--- config.mk ---
export PLATFORM = sky130hd
export DESIGN_NAME = rf_agu_addr_gen_flat
export DESIGN_NICKNAME = d
export VERILOG_FILES = /design/src/rtl/rf_agu_pkg.sv /design/src/rtl/rf_agu_addr_gen_if.sv /design/src/rtl/rf_agu_addr_gen_delay_cnt.sv /design/src/rtl/rf_agu_addr_gen.sv /design/src/flat_wrapper.sv
export SDC_FILE = /design/constraint.sdc
export NUM_CORES = 1
export LEC_CHECK = 0
export CORE_ASPECT_RATIO = 1.75
export CORE_MARGIN = 2
export CORE_UTILIZATION = 50
export DETAILED_ROUTE_END_ITERATION = 12
export PLACE_DENSITY_LB_ADDON = 0.05
export SETUP_SLACK_MARGIN = 0.2
export SYNTH_ARGS = -nofsm -noshare
export SYNTH_HDL_FRONTEND = slang
export SYNTH_SLANG_ARGS = --single-unit
--- constraint.sdc ---
create_clock -name clk -period 5.1 [get_ports clk]
set_clock_uncertainty 0.05 [all_clocks]
set_input_delay 0.765 -clock clk [delete_from_list [all_inputs] [get_ports clk]]
set_output_delay 0.765 -clock clk [all_outputs]
set_load 0.02 [all_outputs]
--- src/rtl/rf_agu_pkg.sv ---
// Shared types and constants for the register-file address generator.
// Holds the FSM state encoding, the latched instruction record and reset values.
package rf_agu_pkg;

  localparam int AGU_ADDR_W = 6;
  localparam int AGU_CNT_W  = 6;
  localparam int AGU_DLY_W  = 6;

  typedef enum logic [2:0] {
    ST_IDLE,
    ST_INIT_DLY,
    ST_ADDR,
    ST_MID_DLY,
    ST_RPT_DLY
  } agu_state_e;

  // One AGU instruction as latched on instr_start.
  typedef struct packed {
    logic [AGU_ADDR_W-1:0] start_addr;
    logic [AGU_ADDR_W-1:0] step;
    logic [AGU_CNT_W-1:0]  num_addr;
    logic [AGU_DLY_W-1:0]  init_delay;
    logic [AGU_DLY_W-1:0]  mid_delay;
    logic [AGU_CNT_W-1:0]  num_rpt;
    logic [AGU_ADDR_W-1:0] rpt_step;
    logic [AGU_DLY_W-1:0]  rpt_delay;
  } agu_cfg_t;

  localparam agu_state_e            AGU_STATE_RST = ST_IDLE;
  localparam agu_cfg_t              AGU_CFG_RST   = '0;
  localparam logic [AGU_ADDR_W-1:0] AGU_ADDR_RST  = '0;
  localparam logic [AGU_CNT_W-1:0]  AGU_CNT_RST   = '0;

  // True for the states that idle on the shared delay counter.
  function automatic logic is_delay_state(input agu_state_e s);
    return (s == ST_INIT_DLY) || (s == ST_MID_DLY) || (s == ST_RPT_DLY);
  endfunction

endpackage

--- src/rtl/rf_agu_addr_gen_if.sv ---
// Sequencer <-> AGU bundle: instruction fields in, address stream out.
interface rf_agu_addr_gen_if #(
  parameter int ADDR_W = rf_agu_pkg::AGU_ADDR_W,
  parameter int CNT_W  = rf_agu_pkg::AGU_CNT_W,
  parameter int DLY_W  = rf_agu_pkg::AGU_DLY_W
);
  import rf_agu_pkg::*;

  logic              instr_start;
  logic [ADDR_W-1:0] cfg_start_addr;
  logic [ADDR_W-1:0] cfg_step;
  logic [CNT_W-1:0]  cfg_num_addr;
  logic [DLY_W-1:0]  cfg_init_delay;
  logic [DLY_W-1:0]  cfg_mid_delay;
  logic [CNT_W-1:0]  cfg_num_rpt;
  logic [ADDR_W-1:0] cfg_rpt_step;
  logic [DLY_W-1:0]  cfg_rpt_delay;
  logic [ADDR_W-1:0] addr_out;
  logic              addr_en;
  logic              busy;
  logic              done;

  // Sequencer side.
  modport master (
    output instr_start, cfg_start_addr, cfg_step, cfg_num_addr, cfg_init_delay,
           cfg_mid_delay, cfg_num_rpt, cfg_rpt_step, cfg_rpt_delay,
    input  addr_out, addr_en, busy, done
  );

  // AGU side.
  modport slave (
    input  instr_start, cfg_start_addr, cfg_step, cfg_num_addr, cfg_init_delay,
           cfg_mid_delay, cfg_num_rpt, cfg_rpt_step, cfg_rpt_delay,
    output addr_out, addr_en, busy, done
  );

endinterface

--- src/rtl/rf_agu_addr_gen_delay_cnt.sv ---
// Loadable down-counter with a zero flag; shared by all three delay phases.
module agu_delay_cnt #(
  parameter int W = 6
) (
  input  logic         clk,
  input  logic         rst_n,
  input  logic         i_load,
  input  logic [W-1:0] i_load_val,
  output logic         o_zero
);

  logic [W-1:0] r_cnt;

  // Load on entry to a delay phase, otherwise count down and park at zero.
  always_ff @(posedge clk) begin
    if (!rst_n) begin
      r_cnt <= '0;
    end else if (i_load) begin
      r_cnt <= i_load_val;
    end else if (r_cnt != '0) begin
      r_cnt <= r_cnt - 1'b1;
    end
  end

  assign o_zero = (r_cnt == '0);

endmodule

--- src/rtl/rf_agu_addr_gen.sv ---
// Register-file address generator: one AGU instruction in, a timed address
// stream with per-cycle enable out. All outputs are registered; they are
// computed from the next state so the first address can appear the cycle
// after instr_start.
module rf_agu_addr_gen #(
  parameter int ADDR_W = rf_agu_pkg::AGU_ADDR_W,
  parameter int CNT_W  = rf_agu_pkg::AGU_CNT_W,
  parameter int DLY_W  = rf_agu_pkg::AGU_DLY_W
) (
  input logic              clk,
  input logic              rst_n,
  rf_agu_addr_gen_if.slave bus
);
  import rf_agu_pkg::*;

  agu_state_e        r_state, w_state_next;
  agu_cfg_t          r_cfg, w_cfg_in, w_cfg_next;
  logic [ADDR_W-1:0] r_addr, w_addr_next;
  logic [CNT_W-1:0]  r_i, w_i_next;
  logic [CNT_W-1:0]  r_r, w_r_next;
  logic [ADDR_W-1:0] r_addr_out, w_addr_out_next;
  logic              r_addr_en, w_addr_en_next;
  logic              r_busy, w_busy_next;
  logic              r_done, w_done_next;
  logic              w_cnt_load;
  logic [DLY_W-1:0]  w_cnt_val;
  logic              w_cnt_zero;

  // Pack the incoming instruction fields.
  always_comb begin
    w_cfg_in            = AGU_CFG_RST;
    w_cfg_in.start_addr = bus.cfg_start_addr;
    w_cfg_in.step       = bus.cfg_step;
    w_cfg_in.num_addr   = bus.cfg_num_addr;
    w_cfg_in.init_delay = bus.cfg_init_delay;
    w_cfg_in.mid_delay  = bus.cfg_mid_delay;
    w_cfg_in.num_rpt    = bus.cfg_num_rpt;
    w_cfg_in.rpt_step   = bus.cfg_rpt_step;
    w_cfg_in.rpt_delay  = bus.cfg_rpt_delay;
  end

  // Next state, address and counters. The latched start_addr field doubles
  // as the running repetition base. instr_start always restarts, even mid-stream.
  always_comb begin
    w_state_next = r_state;
    w_cfg_next   = r_cfg;
    w_addr_next  = r_addr;
    w_i_next     = r_i;
    w_r_next     = r_r;
    if (bus.instr_start) begin
      w_cfg_next   = w_cfg_in;
      w_addr_next  = w_cfg_in.start_addr;
      w_i_next     = AGU_CNT_RST;
      w_r_next     = AGU_CNT_RST;
      w_state_next = (w_cfg_in.init_delay != '0) ? ST_INIT_DLY : ST_ADDR;
    end else begin
      unique case (r_state)
        ST_IDLE: w_state_next = ST_IDLE;
        ST_INIT_DLY, ST_MID_DLY, ST_RPT_DLY: begin
          if (w_cnt_zero) w_state_next = ST_ADDR;
        end
        ST_ADDR: begin
          if (r_i < r_cfg.num_addr) begin
            w_addr_next  = r_addr + r_cfg.step;
            w_i_next     = r_i + 1'b1;
            w_state_next = (r_cfg.mid_delay != '0) ? ST_MID_DLY : ST_ADDR;
          end else if (r_r < r_cfg.num_rpt) begin
            w_cfg_next.start_addr = r_cfg.start_addr + r_cfg.rpt_step;
            w_addr_next  = r_cfg.start_addr + r_cfg.rpt_step;
            w_i_next     = AGU_CNT_RST;
            w_r_next     = r_r + 1'b1;
            w_state_next = (r_cfg.rpt_delay != '0) ? ST_RPT_DLY : ST_ADDR;
          end else begin
            w_state_next = ST_IDLE;
          end
        end
        default: w_state_next = ST_IDLE;
      endcase
    end
  end

  // Reload the delay counter with (delay-1) whenever a delay phase is entered.
  always_comb begin
    w_cnt_load = 1'b0;
    w_cnt_val  = '0;
    if ((bus.instr_start || (w_state_next != r_state)) && is_delay_state(w_state_next)) begin
      w_cnt_load = 1'b1;
      unique case (w_state_next)
        ST_INIT_DLY: w_cnt_val = w_cfg_next.init_delay - 1'b1;
        ST_MID_DLY:  w_cnt_val = w_cfg_next.mid_delay - 1'b1;
        default:     w_cnt_val = w_cfg_next.rpt_delay - 1'b1;
      endcase
    end
  end

  agu_delay_cnt #(
    .W (DLY_W)
  ) u_delay_cnt (
    .clk        (clk),
    .rst_n      (rst_n),
    .i_load     (w_cnt_load),
    .i_load_val (w_cnt_val),
    .o_zero     (w_cnt_zero)
  );

  // Output values for the coming cycle; done marks the last address of the last repetition.
  always_comb begin
    w_addr_en_next  = (w_state_next == ST_ADDR);
    w_addr_out_next = w_addr_en_next ? w_addr_next : r_addr_out;
    w_busy_next     = (w_state_next != ST_IDLE);
    w_done_next     = w_addr_en_next && (w_i_next == w_cfg_next.num_addr) &&
                      (w_r_next == w_cfg_next.num_rpt);
  end

  // State, counters and registered outputs.
  always_ff @(posedge clk) begin
    if (!rst_n) begin
      r_state    <= AGU_STATE_RST;
      r_cfg      <= AGU_CFG_RST;
      r_addr     <= AGU_ADDR_RST;
      r_i        <= AGU_CNT_RST;
      r_r        <= AGU_CNT_RST;
      r_addr_out <= AGU_ADDR_RST;
      r_addr_en  <= 1'b0;
      r_busy     <= 1'b0;
      r_done     <= 1'b0;
    end else begin
      r_state    <= w_state_next;
      r_cfg      <= w_cfg_next;
      r_addr     <= w_addr_next;
      r_i        <= w_i_next;
      r_r        <= w_r_next;
      r_addr_out <= w_addr_out_next;
      r_addr_en  <= w_addr_en_next;
      r_busy     <= w_busy_next;
      r_done     <= w_done_next;
    end
  end

  assign bus.addr_out = r_addr_out;
  assign bus.addr_en  = r_addr_en;
  assign bus.busy     = r_busy;
  assign bus.done     = r_done;

endmodule

--- src/flat_wrapper.sv ---
// flat-port wrapper written by rule: the top's interface ports become plain ports
module rf_agu_addr_gen_flat import rf_agu_pkg::*;
#(
  parameter int ADDR_W = rf_agu_pkg::AGU_ADDR_W,
  parameter int CNT_W  = rf_agu_pkg::AGU_CNT_W,
  parameter int DLY_W  = rf_agu_pkg::AGU_DLY_W
)
  (clk, rst_n, bus_instr_start, bus_cfg_start_addr, bus_cfg_step, bus_cfg_num_addr, bus_cfg_init_delay, bus_cfg_mid_delay, bus_cfg_num_rpt, bus_cfg_rpt_step, bus_cfg_rpt_delay, bus_addr_out, bus_addr_en, bus_busy, bus_done);
  rf_agu_addr_gen_if #(.ADDR_W(ADDR_W), .CNT_W(CNT_W), .DLY_W(DLY_W)) bus_i ();
  input logic clk;
  input logic rst_n;
  input wire logic [$bits(bus_i.instr_start)-1:0] bus_instr_start;
  input wire logic [$bits(bus_i.cfg_start_addr)-1:0] bus_cfg_start_addr;
  input wire logic [$bits(bus_i.cfg_step)-1:0] bus_cfg_step;
  input wire logic [$bits(bus_i.cfg_num_addr)-1:0] bus_cfg_num_addr;
  input wire logic [$bits(bus_i.cfg_init_delay)-1:0] bus_cfg_init_delay;
  input wire logic [$bits(bus_i.cfg_mid_delay)-1:0] bus_cfg_mid_delay;
  input wire logic [$bits(bus_i.cfg_num_rpt)-1:0] bus_cfg_num_rpt;
  input wire logic [$bits(bus_i.cfg_rpt_step)-1:0] bus_cfg_rpt_step;
  input wire logic [$bits(bus_i.cfg_rpt_delay)-1:0] bus_cfg_rpt_delay;
  output wire logic [$bits(bus_i.addr_out)-1:0] bus_addr_out;
  output wire logic [$bits(bus_i.addr_en)-1:0] bus_addr_en;
  output wire logic [$bits(bus_i.busy)-1:0] bus_busy;
  output wire logic [$bits(bus_i.done)-1:0] bus_done;
  assign bus_i.instr_start = bus_instr_start;
  assign bus_i.cfg_start_addr = bus_cfg_start_addr;
  assign bus_i.cfg_step = bus_cfg_step;
  assign bus_i.cfg_num_addr = bus_cfg_num_addr;
  assign bus_i.cfg_init_delay = bus_cfg_init_delay;
  assign bus_i.cfg_mid_delay = bus_cfg_mid_delay;
  assign bus_i.cfg_num_rpt = bus_cfg_num_rpt;
  assign bus_i.cfg_rpt_step = bus_cfg_rpt_step;
  assign bus_i.cfg_rpt_delay = bus_cfg_rpt_delay;
  assign bus_addr_out = bus_i.addr_out;
  assign bus_addr_en = bus_i.addr_en;
  assign bus_busy = bus_i.busy;
  assign bus_done = bus_i.done;
  rf_agu_addr_gen #(.ADDR_W(ADDR_W), .CNT_W(CNT_W), .DLY_W(DLY_W)) u_core (.clk(clk), .rst_n(rst_n), .bus(bus_i));
endmodule
# Word-level counts from Yosys, hierarchy flattened
# Index checks and enable logic that the tools add are counted.
totals:
  ff_bits: 84
  inputBits: 51
  out_inout_bits: 9
  elab_cells: 86
classes:
  addsub: 8
  n_lt_le_gt_ge: 2
  eq_ne: 12
  mux: 30
  n_reduce_logical: 17
op_table:
  columns: ["op", "count"]
  rows:
  - ["$mux 6", 19]
  - ["$mux 36", 1]
  - ["$reduce_bool 6->1", 4]
  - ["$sub 6x1->6 const B", 4]
  - ["$mux 3", 5]
  - ["$add 6x1->6 const B", 2]
  - ["$add 6x6->6", 2]
  - ["$eq 3x2->1 const B", 4]
  - ["$eq 6x6->1", 2]
  - ["$lt 6x6->1", 2]
  - ["$pmux 6 s2", 1]
  - ["$eq 3x1->1 const B", 2]
  - ["$eq 3x3->1 const B", 2]
  - ["$logic_not 6->1", 1]
  - ["$pmux 3 s2", 1]
  - ["$reduce_bool 2->1", 3]
  - ["$logic_and 1x1->1", 3]
  - ["$logic_or 1x1->1", 3]
  - ["$ne 3x3->1", 1]
  - ["$reduce_and 3->1", 1]
  - ["$reduce_bool 3->1", 1]
  - ["$reduce_or 3->1", 1]
  - ["$mux 1", 2]
  - ["$mux 2", 1]
  - ["$ne 2x2->1 const B", 1]

# Logic depth before layout (Yosys ltp)
# Gate-level depths: netlist (run 1).
logic_depth:
  ltp_word: 12
  ltp_mapped: 15

# Cells and area by module
# From an unflattened synthesis (run 1), not the netlist that was laid out.
hier_totals:
  cells_unflattened: 561
  hier_area_um2: 4893.4
modules_own_cells:
  columns: ["mod", "n_inst", "cells_each", "area_each_um2"]
  rows:
  - ["rf_agu_addr_gen", 1, 518, 4536.9]
  - ["agu_delay_cnt", 1, 43, 356.6]

# Worst setup path after synthesis (run 1)
# OpenSTA, ideal clock, no wires.
synth_timing:
  path_kind: "input to register"
  start: "input port bus_instr_start"
  end: "register u_core.u_delay_cnt.r_cnt[4]"
  arrival_time_ns: 2.865
  t_required_ns: 4.978
  path_slack_ns: 2.114
  cell_stages: 14
  path_cell_list: "buf_2 -> inv_1 -> and2_1 -> a21o_1 -> a21oi_2 -> buf_6 -> a21oi_1 -> buf_4 -> o2111ai_1 -> o21ai_0 -> ha_1 -> and3_1 -> a31oi_1 -> mux2i_1"
synth_between:
  elab_chain_cells: 7
synth_rtl:
  columns: ["item", "line", "rtl"]
  rows:
  - ["start: declaration", "flat_wrapper.sv:12", "input wire logic [$bits(bus_i.instr_start)-1:0] bus_instr_start;"]
  - ["branches (longest 7 deep; another with $sub 6x1->6)", null, null]
  - ["end signal: assignment", "rf_agu_addr_gen_delay_cnt.sv:19", "r_cnt <= i_load_val;"]
  - ["end signal: assignment", "rf_agu_addr_gen_delay_cnt.sv:21", "r_cnt <= r_cnt - 1'b1;"]
  - ["end: declaration", "rf_agu_addr_gen_delay_cnt.sv:12", "logic [W-1:0] r_cnt;"]
# Several ways; the timed one is not identified.
# A chain may end at the register's enable or synchronous reset.

# Final worst setup path (run 1)
layout_timing:
  start: "input port bus_cfg_init_delay[1]"
  end: "register u_core.u_delay_cnt.r_cnt[4]"
layout_between:
  elab_chain_cells: 9
layout_rtl:
  columns: ["item", "line", "rtl"]
  rows:
  - ["start: declaration", "flat_wrapper.sv:16", "input wire logic [$bits(bus_i.cfg_init_delay)-1:0] bus_cfg_init_delay;"]
  - ["branches (longest 9 deep; another with $sub 6x1->6)", null, null]
# Several ways; the timed one is not identified.

==> results of run 1 <==
## final cells by class
class                   instances  area (um2)  area share [%]
clock buffers                  10       239.0           4.078
multi-input cells             414        2978           50.81
well taps                     122       152.6           2.605
flip-flops and latches         84        1682           28.69
repair buffers                 65       633.1           10.80
inverters                      22       82.58           1.409
clock inverters                 6       93.84           1.601
## how the worst max path moves through the flow
stage                                startpoint  slack, ps                                       end  cells after the start
final                     bus_cfg_init_delay[1]       1440  u_core.u_delay_cnt.r_cnt[4]$_SDFFE_PN0P_                     12
after CTS                 bus_cfg_init_delay[1]       1470  u_core.u_delay_cnt.r_cnt[4]$_SDFFE_PN0P_                     12
after detailed placement  bus_cfg_init_delay[1]       1130  u_core.u_delay_cnt.r_cnt[4]$_SDFFE_PN0P_                     12
after global routing      bus_cfg_init_delay[1]       1120  u_core.u_delay_cnt.r_cnt[4]$_SDFFE_PN0P_                     12
after floorplan                 bus_instr_start       2110  u_core.u_delay_cnt.r_cnt[4]$_SDFFE_PN0P_                     14
after global placement    bus_cfg_init_delay[1]       1230  u_core.u_delay_cnt.r_cnt[4]$_SDFFE_PN0P_                     12
## power by group through the flow
| stage | sequential, mW | combinational (mW) | clock, mW |
|---|---|---|---|
| 6_report | 0.743 | 0.414 | 0.727 |
| 5_1_grt | 0.747 | 0.454 | 0.763 |
| 4_1_cts | 0.742 | 0.413 | 0.736 |
| 3_5_place_dp | 0.756 | 0.410 | 0 |
| 3_3_place_gp | 0.755 | 0.403 | 0 |
| 2_1_floorplan | 0.751 | 0.285 | 0 |
## routing by layer
metal	vias up	wire length, um	track usage [%]
met5	-	0	0
met4	0	590	14.23
met3	44	431	3.743
met2	118	7102	48.29
met1	2027	4926	26.57
li1	2091	-	-
## synth_stat cells (all sizes together) (11+ instances only)
library cell and instances:
a21o 11, a21oi 39, buf 15, clkbuf 11, dfxtp 84, ha 23, inv 22, mux2i 50
nand2 24, nor2 78, nor3 15, o21ai 24, xnor2 18
## registers in the layout (all words and copies together) (netlist names), 3 cells and up
register	count
u_core.bus.addr_out	6
u_core.r_addr	6
u_core.r_cfg	48
u_core.r_i	6
u_core.r_r	6
u_core.r_state	3
u_core.u_delay_cnt.r_cnt	6
## critical path: stages
cell and delay, ps:
clkdlybuf4s50_1 440, nor4_1 340, a21oi_1 180, a21o_1 220
a21oi_2 430, a21oi_1 390, o2111ai_1 160, o21ai_0 140
ha_1 290, and3_1 150, a31oi_1 180, mux2i_1 200
## cells by family after synthesis
family	share of synthesized area [%]
and+or+nand+nor	16.95
adders and majority gates	6.727
DFF	34.51
xor gates and xnor gates	4.519
muxes	10.96
buffers and inverters	4.390
AOI/OAI and AO/OA	21.95
## stage by stage
stage,instances,area (um2),worst slack [ps],power [mW]
after floorplan,546,4873,2114,1.036
after global placement,707,5528,1228,1.159
after detailed placement,707,5528,1126,1.166
after CTS,723,5861,1471,1.891
after global routing,723,5861,1123,1.964
final,723,5861,1444,1.884
==> impl_metrics.ini, run 1 <==
[outcome]
outcome = finished clean

[synthesis]
synthFlopType = dfxtp_1
syn_area_per_cell_um2 = 8.926
ys_ff_latch = 84
syn-num-nets = 622
yosys.area.top_type = dfxtp_1
syn_area_um2 = 4873
syn_inst = 546
yosys.area.top_type_share_pct = 34.51
async_reset_ff_share_pct = 0
ys_types = 75
ys_warn_count = 0
synth_area_leaders = dfxtp_1, mux2i_1, nor2_1, ha_1, a21oi_1
synth_edf_count = 0
ys_seq_area_share_pct = 34.51

[routing]
drtIter0Drc = 260
wl_per_cell_um = 18.05
ant_nets = 0
drc = 0
routed_wl_um = 13050
via_count = 4280
routed_via_density = 5.920
firstDrtPassIters = 4

[critical_path]
start_kind = input pin
r2r-end = u_core.u_delay_cnt.r_cnt[4]$_SDFFE_PN0P_
end_kind = flip-flop
r2r-start = u_core.r_state[1]$_SDFF_PN0_
path_max_fanout = 13
critical_path_required_ps = 5330
ff2ff_path_depth = 10
reg2reg_setup_slack_ps = 1530
crit_type = input pin to flip-flop
critPathArrivalTime_ps = 3890

[cts]
clock-sinks = 84
cts_resized = 0
clk_latency_ps = 350
hold_buffers = 0
cts_tree = yes
cts-htree-levels = 3
clock_path_buffers = 2
clkTransAtPathRegs_ps = 70
numCtsBuffers = 9
cts_setup_buffers = 0
cts_root_buf = clkbuf_16

[placed_design]
dp.final_hpwl_um = 9834
portBuffers = 59
gp_congestion = 1.018

[power]
power_density_nw_per_um2 = 321.4
combPwrFrac_pct = 22.0
irDropWorstVdd_uv = 257.3
intPower_mw = 1.334
p_clk_share_pct = 38.6
power.switching_uw = 549.3
power_frac_seq_pct = 39.4
p_leak_nw = 2.367
p_sw_share_pct = 29.16

[floorplan]
fp-row-count = 47
die_w_um = 78.63
ios = 60
die-height_um = 134.6
start_util_pct = 51.47
die-area_um2 = 10580
core_area_um2 = 9468

[timing]
timing.slew.headroom_pct = 45.85
rsz0062_at_grt = no
min_period_ps = 3656
finalSetupViolCount = 0
worst_pin_slew_ps = 812.3
report.final.slew_viol_count = 0
post-route-period-util_pct = 71.69
hold_viol = 0
finalSetupTns_ps = 0
fmax_ghz = 0.2735
whs_ps = 414.9

[global_route]
antenna_found_initial = 0
grt_pass1_wl_um = 21220
grt_max_degree = 39
grt_pass1_vias = 4464
grtUsageTotal_pct = 25.68
grt-ovfl-total = 0

[layout]
final_util_pct = 61.90
areaGrowthSynthToFinish_pct = 20.26
layout_common_cells = dfxtp_1, nor2_1, clkdlybuf4s50_1
diodes = 0
n_fill_cell = 831
drive_gt1_share_pct = 8.486
nets = 672
final_common_cell = dfxtp_1

[hold_path]
worstHoldStart = u_core.r_cfg[44]$_SDFFE_PN0P_
holdPathStages = 2
hp-class = flip-flop to flip-flop
whs_endpoint = u_core.r_cfg[44]$_SDFFE_PN0P_

[run]
maxCapViolations = 0
(Power assumes the default switching activity.)
==> run 2, diff against run 1 <==
==> constraint.sdc (replaced) <==
create_clock -name clk -period 3.6 [get_ports clk]
set_clock_uncertainty 0.05 [all_clocks]
set_input_delay 0.54 -clock clk [delete_from_list [all_inputs] [get_ports clk]]
set_output_delay 0.54 -clock clk [all_outputs]
set_load 0.02 [all_outputs]
==> impl_metrics.ini, run 2 (synthesized netlist as in run 1, its figures left out) <==
[placed_design]
dp.final_hpwl_um = 10040
gp_congestion = 0.9351
portBuffers = 59

[cts]
cts_root_buf = clkbuf_16
cts-htree-levels = 3
hold_buffers = 0
clk_latency_ps = 350
clock_path_buffers = 2
cts_tree = yes
numCtsBuffers = 9
clkTransAtPathRegs_ps = 70
clock-sinks = 84

[layout]
n_fill_cell = 839
areaGrowthSynthToFinish_pct = 21.57
largest_reg_flops = 48
final_common_cell = dfxtp_1
drive_gt1_share_pct = 10.66
regMostFlops = u_core.r_cfg
nets = 681
diodes = 0
layout_common_cells = dfxtp_1, nor2_1, clkdlybuf4s50_1

[global_route]
grt_max_degree = 45
grt-ovfl-total = 0
grt_pass1_wl_um = 21310
antenna_found_initial = 0
grt_pass1_vias = 4270
grtUsageTotal_pct = 26.14

[power]
power_density_nw_per_um2 = 441.1
p_leak_nw = 2.403
irDropWorstVdd_uv = 280.1

[critical_path]
crit_type = flip-flop to flip-flop
path_max_fanout = 7
slowest_delay_ps = 550
r2r-start = u_core.r_cfg[17]$_SDFF_PN0_
critical_path_required_ps = 3790
end_kind = flip-flop
path_cells = inv_1, ha_1, a21oi_1, o21ai_2, a2111o_4, a31oi_4, mux2i_2, o221ai_1, o21ai_0, ha_1, and3_1, a31oi_1, mux2i_1
ff2ff_path_depth = 13
start_kind = flip-flop
r2r-end = u_core.u_delay_cnt.r_cnt[4]$_SDFFE_PN0P_
cp_slowest_cell = a2111o_4
critPathArrivalTime_ps = 3430
reg2reg_setup_slack_ps = 360
cpMostUsedCell = ha_1

[run]
maxCapViolations = 0

[timing]
timing.slew.headroom_pct = 55.29
report.final.slew_viol_count = 0
finalSetupViolCount = 0
rsz0062_at_grt = no
whs_ps = 413.7
min_period_ps = 3236
fmax_ghz = 0.3090
hold_viol = 0
worst_pin_slew_ps = 670.7
finalSetupTns_ps = 0
post-route-period-util_pct = 89.88

[outcome]
outcome = finished clean

[hold_path]
whs_endpoint = u_core.r_cfg[46]$_SDFFE_PN0P_
worstHoldStart = u_core.r_cfg[46]$_SDFFE_PN0P_
hp-class = flip-flop to flip-flop
holdPathStages = 2

[floorplan]
ios = 60
core_area_um2 = 9468
die_w_um = 78.63
start_util_pct = 51.47
die-area_um2 = 10580
fp-row-count = 47
die-height_um = 134.6

[routing]
firstDrtPassIters = 4
wl_per_cell_um = 18.37
via_count = 4325
routed_via_density = 5.908
routed_wl_um = 13450
drtIter0Drc = 205
ant_nets = 0
drc = 0
[run 2: cell types whose count changed in the layout (fill, tap and decap cells not counted), sizes merged]
| cell | previous run | this run |
|---|---|---|
| clkbuf | 10 | 9 |
| bufinv | 2 | 1 |
| buf | 7 | 16 |
| clkinv | 1 | 3 |
[run 2: cell type report]
type | instances | area (um2) | area share (%)
clock inverters | 7 | 73.82 | 1.246
clock buffers | 9 | 225.2 | 3.801
inverters | 22 | 82.58 | 1.394
flip-flops and latches | 84 | 1682 | 28.38
well taps | 122 | 152.6 | 2.577
multi-input cells | 414 | 3008 | 50.77
repair buffers | 74 | 700.7 | 11.83
[run 2: worst max path at each step]
stage / slack, ps / from / to / depth (start not counted)
global placement: 250 / bus_cfg_init_delay[5] / u_core.u_delay_cnt.r_cnt[4]$_SDFFE_PN0P_ / 12
global route: 180 / u_core.r_cfg[17]$_SDFF_PN0_ / u_core.u_delay_cnt.r_cnt[4]$_SDFFE_PN0P_ / 13
floorplan: 690 / u_core.r_cfg[15]$_SDFF_PN0_ / u_core.u_delay_cnt.r_cnt[4]$_SDFFE_PN0P_ / 13
CTS: 310 / u_core.r_cfg[17]$_SDFF_PN0_ / u_core.u_delay_cnt.r_cnt[4]$_SDFFE_PN0P_ / 13
finish: 360 / u_core.r_cfg[17]$_SDFF_PN0_ / u_core.u_delay_cnt.r_cnt[4]$_SDFFE_PN0P_ / 13
detailed placement: 150 / bus_cfg_init_delay[5] / u_core.u_delay_cnt.r_cnt[4]$_SDFFE_PN0P_ / 12
[run 2: stage by stage]
stage	power (mW)	area (um2)	setup slack (ps)	util, %	std cells
after floorplan	1.467	4873	691.2	-	546
after global placement	1.663	5595	249.4	59.10	716
after detailed placement	1.670	5595	149.5	59.10	716
after CTS	2.619	5894	305.4	62.26	732
after global routing	2.731	5924	184.2	62.57	732
final	2.614	5924	364.3	62.57	732
[run 2: power breakdown]
group / internal (mW) / switching (mW)
Clock: 0.541 / 0.409
Sequential: 0.999 / 0.0546
Combinational: 0.273 / 0.337
[run 2: routing by layer]
| metal | global-route usage, % | wire [um] | share of wire [%] | vias up |
|---|---|---|---|---|
| met5 | 0 | 0 | 0 | - |
| met4 | 15.79 | 733 | 5.5 | 0 |
| li1 | - | - | - | 2117 |
| met1 | 27.19 | 5091 | 38 | 2053 |
| met3 | 5.481 | 453 | 3.4 | 45 |
| met2 | 47.15 | 7167 | 53 | 110 |
[run 2: worst max-delay path, delay by kind of cell, from the launching register on]
kind | cells | cell delay, ps
AO/OA/AOI/OAI | 7 | 1540
adder cells (fa/ha/maj) | 2 | 510
multiplexers | 2 | 460
flip-flops | 1 | 350
AND/OR/NAND/NOR | 1 | 160
buffers and inverters | 1 | 50
[run 2: timing repair]
item / CTS / global route
setup buffers: 0 / 0
gates resized for setup: 0 / 6
endpoints found under the hold margin: 0 / 0
setup endpoints to repair: 0 / 2
